**src/rtl/dfa_table_loader.sv**
```systemverilog
// dfa_table_loader: writes one DFA state row (popcount(bitmap) transition entries) into the DFA RAM.
// Latency: cmd accept -> first ram_we in 2 cycles; 2 cycles per further entry (4 with read-back).
// Backpressure: cmd_ready only in IDLE, ent_ready only in ENTRY; the RAM port never stalls.
// Optional feature: define DFA_LOADER_READBACK_EN to read back and verify every written word.
module dfa_table_loader #(
  parameter logic [11:0] BASE_C2 = 12'h3B5,
  parameter logic [11:0] BASE_C3 = 12'h800
) (
  input  logic        clk,
  input  logic        reset,
  input  logic        cmd_valid,
  output logic        cmd_ready,
  input  logic [3:0]  cmd_class,
  input  logic [11:0] cmd_index,
  input  logic [15:0] cmd_bitmap,
  input  logic        ent_valid,
  output logic        ent_ready,
  input  logic [31:0] ent_data,
  output logic        ram_we,
  output logic [11:0] ram_addr,
  output logic [31:0] ram_din,
  output logic        ram_rden,
  input  logic [31:0] ram_q,
  output logic        load_done,
  output logic        load_err
);

  localparam logic [2:0] S_IDLE  = 3'd0;
  localparam logic [2:0] S_ENTRY = 3'd1;
  localparam logic [2:0] S_WRITE = 3'd2;
  localparam logic [2:0] S_FIN   = 3'd5;
`ifdef DFA_LOADER_READBACK_EN
  localparam logic [2:0] S_RD    = 3'd3;
  localparam logic [2:0] S_CMP   = 3'd4;
`endif

  logic [2:0]  state;
  logic [11:0] row;       // row base address, fixed for the whole command
  logic [4:0]  k;         // entries written so far
  logic [4:0]  total;     // entries expected: popcount of the latched bitmap
  logic [31:0] entry;     // last accepted transition entry
  logic        fin_err;   // selects err vs done pulse in FIN

  logic [11:0] base_sel;
  logic [11:0] row_calc;
  logic [11:0] wr_addr;
  logic        last_entry;

  function automatic logic [4:0] popcount16(input logic [15:0] v);
    logic [4:0] c;
    c = 5'd0;
    for (int i = 0; i < 16; i++) c = c + {4'd0, v[i]};
    return c;
  endfunction

  // Row address of the incoming command; only classes 0..3 are ever used, larger ones abort.
  always_comb begin
    case (cmd_class)
      4'd2:    base_sel = BASE_C2;
      4'd3:    base_sel = BASE_C3;
      default: base_sel = 12'h000;
    endcase
    row_calc = base_sel + cmd_index * {10'd0, cmd_class[1:0]};
  end

  assign wr_addr    = row + {8'd0, k[3:0]};
  assign last_entry = (k + 5'd1) == total;

  // Handshake and strobe outputs are decoded from state and held quiet while reset is high,
  // so a reset landing in WRITE or FIN cannot leak a write or a pulse.
  assign cmd_ready = (state == S_IDLE)  && !reset;
  assign ent_ready = (state == S_ENTRY) && !reset;
  assign ram_we    = (state == S_WRITE) && !reset;
  assign load_done = (state == S_FIN) && !fin_err && !reset;
  assign load_err  = (state == S_FIN) &&  fin_err && !reset;
  assign ram_addr  = (ram_we || ram_rden) ? wr_addr : 12'h000;
  assign ram_din   = ram_we ? entry : 32'h0;

`ifdef DFA_LOADER_READBACK_EN
  assign ram_rden = (state == S_RD) && !reset;
`else
  logic unused_ram_q;
  assign ram_rden     = 1'b0;
  assign unused_ram_q = ^ram_q;
`endif

  // Load sequencer: latch command, collect entries one by one, write, optionally verify.
  always_ff @(posedge clk) begin
    if (reset) begin
      state   <= S_IDLE;
      k       <= 5'd0;
      total   <= 5'd0;
      row     <= 12'h000;
      entry   <= 32'h0;
      fin_err <= 1'b0;
    end else begin
      case (state)
        S_IDLE: begin
          if (cmd_valid) begin
            row   <= row_calc;
            k     <= 5'd0;
            total <= popcount16(cmd_bitmap);
            if (cmd_class > 4'd3) begin
              fin_err <= 1'b1;
              state   <= S_FIN;
            end else if (cmd_bitmap == 16'h0000) begin
              fin_err <= 1'b0;
              state   <= S_FIN;
            end else begin
              fin_err <= 1'b0;
              state   <= S_ENTRY;
            end
          end
        end
        S_ENTRY: begin
          if (ent_valid) begin
            entry <= ent_data;
            if (ent_data[31:28] > 4'd3) begin
              fin_err <= 1'b1;
              state   <= S_FIN;
            end else begin
              state <= S_WRITE;
            end
          end
        end
`ifdef DFA_LOADER_READBACK_EN
        S_WRITE: state <= S_RD;
        S_RD:    state <= S_CMP;
        S_CMP: begin
          if (ram_q != entry) begin
            fin_err <= 1'b1;
            state   <= S_FIN;
          end else begin
            k     <= k + 5'd1;
            state <= last_entry ? S_FIN : S_ENTRY;
          end
        end
`else
        S_WRITE: begin
          k     <= k + 5'd1;
          state <= last_entry ? S_FIN : S_ENTRY;
        end
`endif
        S_FIN:   state <= S_IDLE;
        default: state <= S_IDLE;
      endcase
    end
  end

endmodule

```
**config.mk**
```make
export PLATFORM = sky130hd
export DESIGN_NAME = dfa_table_loader
export DESIGN_NICKNAME = d
export VERILOG_FILES = /design/src/rtl/dfa_table_loader.sv
export SDC_FILE = /design/constraint.sdc
export NUM_CORES = 1
export LEC_CHECK = 0
export ABC_AREA = 1
export CAP_MARGIN = 20
export CORE_MARGIN = 2
export CORE_UTILIZATION = 50
export CTS_BUF_LIST = sky130_fd_sc_hd__clkbuf_4 sky130_fd_sc_hd__clkbuf_8 sky130_fd_sc_hd__clkbuf_16
export DETAILED_ROUTE_END_ITERATION = 10
export PLACE_DENSITY = 0.87
export SETUP_SLACK_MARGIN = 0.2
export SKIP_CTS_REPAIR_TIMING = 1
export SLEW_MARGIN = 30
export SYNTH_ARGS = -nofsm -noshare
export SYNTH_HDL_FRONTEND = slang
export SYNTH_SLANG_ARGS = --single-unit
```
**constraint.sdc**
```tcl
create_clock -name clk -period 10.18 [get_ports clk]
set_clock_uncertainty 0.1 [all_clocks]
set_input_delay 1.527 -clock clk [delete_from_list [all_inputs] [get_ports clk]]
set_output_delay 1.527 -clock clk [all_outputs]
set_load 0.1 [all_outputs]
```
==> impl_metrics.tcl <==
set metrics [dict create \
    numClockSinks 58 \
    io_buffer_count 116 \
    fp.dieArea_sq_mm 0.009348 \
    cp.depth 6 \
    fillCellCount 671 \
    critPathMaxFanout 34 \
    synthTopCellsByArea "dfxtp_1 27%, inv_1 12%, nand2_1 11%" \
    powerDensity_mw_per_mm2 143.3 \
    htreeDepth 3 \
    drcViolationCount 0 \
    crit_path_max_incr_delay_ns 1.16 \
    fin_crit_ns 6.286 \
    start_util 0.5202 \
    postSynth.asyncResetShare 0 \
    antenna_found_initial 0 \
    p_leak_uw 0.002697 \
    syn_nets 803 \
    cts_made_buffers 9 \
    antenna_left 0 \
    critPathLaunchType "input port" \
    first_global_vias 4095 \
    synth_compound_area_frac 0.1454 \
    synth_edf_count 0 \
    grt_use_total 0.2248 \
    timing.rr.end "entry[5]" \
    cp_cell_sequence "clkdlybuf4s50_1 -> buf_4 -> nor2_1 -> inv_2 -> nor2_1 -> clkdlybuf4s50_1" \
    criticalPathCategory "input port to primary output" \
    insertion_delay_ns 0.33 \
    synth_fa_ha_area_frac 0.1596 \
    endpoint_kind "primary output" \
    hold_depth 2 \
    drive_gt1_frac 0.04021 \
    synth_cell_types 32 \
    core_area_sq_mm 0.008258 \
    drt-pass1-iter-count 5 \
    vias 4349 \
    yosysMostFrequentCell "inv_1" \
    finalCritPeriodShare 0.6174 \
    synth_common_cells "138 x inv_1, 127 x nand2_1, 86 x nor2_1" \
    grt_remaining_overflow 0 \
    wl_per_cell_microns 11.89 \
    ir_drop_v 0.00007601 \
    relSlewSlack 0.3257 \
    num_io_pins 150 \
    cp.required_ns 8.55 \
    gp_congestion 0.8752 \
    grt_max_degree 65 \
    syn_area_per_cell_sq_um 6.518 \
    drv_slew 0 \
    cpMaxStageDelayCell "clkdlybuf4s50_1" \
    crit_family "buffers and inverters" \
    ys.warnings.count 0 \
    rsz0062_at_grt "false" \
    r2r_slack_ns 8.34 \
    cts_tree "yes" \
    synth-seq-cells 58 \
    area_growth_pct 33.82 \
    finalSetupViolCount 0 \
    tns_ns 0 \
    clk_pin_slew_ns 0.07 \
    diodes 0 \
    crit_end "ram_din[20]" \
    die_x_microns 96.69 \
    fmax_mhz 159.1 \
    status "finished clean" \
    synth_mux_area_frac 0 \
    core.rowCount 33 \
    startpoint "reset" \
    synth-main-ff-cell "dfxtp_1" \
    synth_top_area_share 0.2703 \
    wl_mm 10.41 \
    synth_top_family_by_area "simple AND/OR/NAND/NOR gates" \
    die_y_microns 96.69 \
    cts_buffer_depth 2 \
    timing.rr.start "state[1]" \
    synthSimpleGateAreaFrac 0.2569 \
    yosys.area.top_type "dfxtp_1" \
    path_buf_inv 4 \
    cts-root-buf "clkbuf_8" \
    viasPerCell 4.965 \
    drt_first_iter_violations 200 \
    hpwl_mm 8.015 \
    syn_inst 659 \
    fin_nets 910 \
    finalPower_uw 823.6 \
    worstPathArrival_ns 4.66 \
    ff2ff_path_depth 4 \
    ys_seq_area_frac 0.2703 \
    syn_area_sq_mm 0.004295 \
    grt_pass1_wl_mm 17.89 \
    synthXorXnorAreaFrac 0.01631 \
    min_path_type "register to register" \
    final_hold_viol_count 0 \
    drv_cap 0 \
    tightest_slew_ns 1.008 \
]
==> final cells by class <==
| class | instances | area, sq um | area share |
|---|---|---|---|
| flip-flops and latches | 58 | 1161 | 0.2020 |
| clock buffers | 10 | 137.6 | 0.02394 |
| repair buffers | 118 | 1176 | 0.2046 |
| clock inverters | 6 | 113.9 | 0.01981 |
| well taps | 105 | 131.4 | 0.02286 |
| multi-input cells | 437 | 2495 | 0.4340 |
| inverters | 142 | 533.0 | 0.09273 |
==> metrics by stage <==
stage / util / hold slack (ns) / setup slack, ns / cell area (sq um) / cells
2_1_floorplan: - / 0.3295 / 4.843 / 4295 / 659
3_3_place_gp: 0.6647 / 0.3387 / 3.980 / 5489 / 860
3_5_place_dp: 0.6647 / 0.3437 / 3.928 / 5489 / 860
4_1_cts: 0.6952 / 0.3526 / 3.917 / 5741 / 876
5_1_grt: 0.6961 / 0.3796 / 3.666 / 5748 / 876
6_report: 0.6961 / 0.3529 / 3.894 / 5748 / 876
==> kinds of logic after synthesis <==
| group | Yosys count |
|---|---|
| AOI/OAI and AO/OA | 120 |
| xor gates and xnor gates | 8 |
| adders and majority gates | 44 |
| buffers and inverters | 164 |
| DFF | 58 |
| other | 1 |
| and+or+nand+nor | 264 |
==> sequential cells by signal (all words and copies together) (netlist names) <==
register and cells:
entry 32, row 12, k 5, state 3
total 5, fin_err 1
==> where the power goes <==
| group | total [uW] | switching, uW | internal [uW] | leakage, uW |
|---|---|---|---|---|
| Sequential | 281 | 19.0 | 262 | 0.000475 |
| Combinational | 280 | 170 | 110 | 0.00210 |
| Clock | 263 | 93.1 | 170 | 0.000119 |
| Total | 824 | 282 | 542 | 0.00270 |
==> worst min path at each step <==
stage / start / to / slack [ns]
floorplan: entry[14] / entry[14] / 0.33
global placement: entry[29] / entry[29] / 0.34
detailed placement: entry[8] / entry[8] / 0.34
CTS: entry[8] / entry[8] / 0.35
global route: entry[17] / entry[17] / 0.38
finish: entry[24] / entry[24] / 0.35
==> worst register-to-register path: stages (launching register included) <==
cell	delay, ns
dfxtp_1	0.36
nor2_1	0.26
nand3_4	0.49
o21ai_0	0.41
a21oi_1	0.08
==> cell usage in the layout (no fill, tap or decap), types with 3 or more instances in the layout <==
master | synthesis | final
a21oi_1 | 58 | 58
nor3_1 | 3 | 3
ha_1 | 26 | 26
xnor2_1 | 3 | 3
nand2_1 | 127 | 127
fa_1 | 18 | 18
inv_1 | 138 | 138
xor2_1 | 5 | 5
nor2_1 | 86 | 86
dfxtp_1 | 58 | 58
nand3_1 | 32 | 32
inv_2 | 4 | 4
clkdlybuf4s50_1 | 0 | 116
bufinv_16 | 0 | 3
o21ai_1 | 4 | 4
o21ai_0 | 50 | 50
clkbuf_8 | 0 | 10
nand4_1 | 9 | 9
==> metal layers <==
layer | vias to the layer above | share of wire | GRT usage
met5 | - | 0 | 0
met3 | 10 | 0.061 | 0.04408
met1 | 1952 | 0.44 | 0.2824
met2 | 150 | 0.49 | 0.3932
li1 | 2237 | - | -
met4 | 0 | 0.011 | 0.06176
Power figures use the tool's default switching activity.
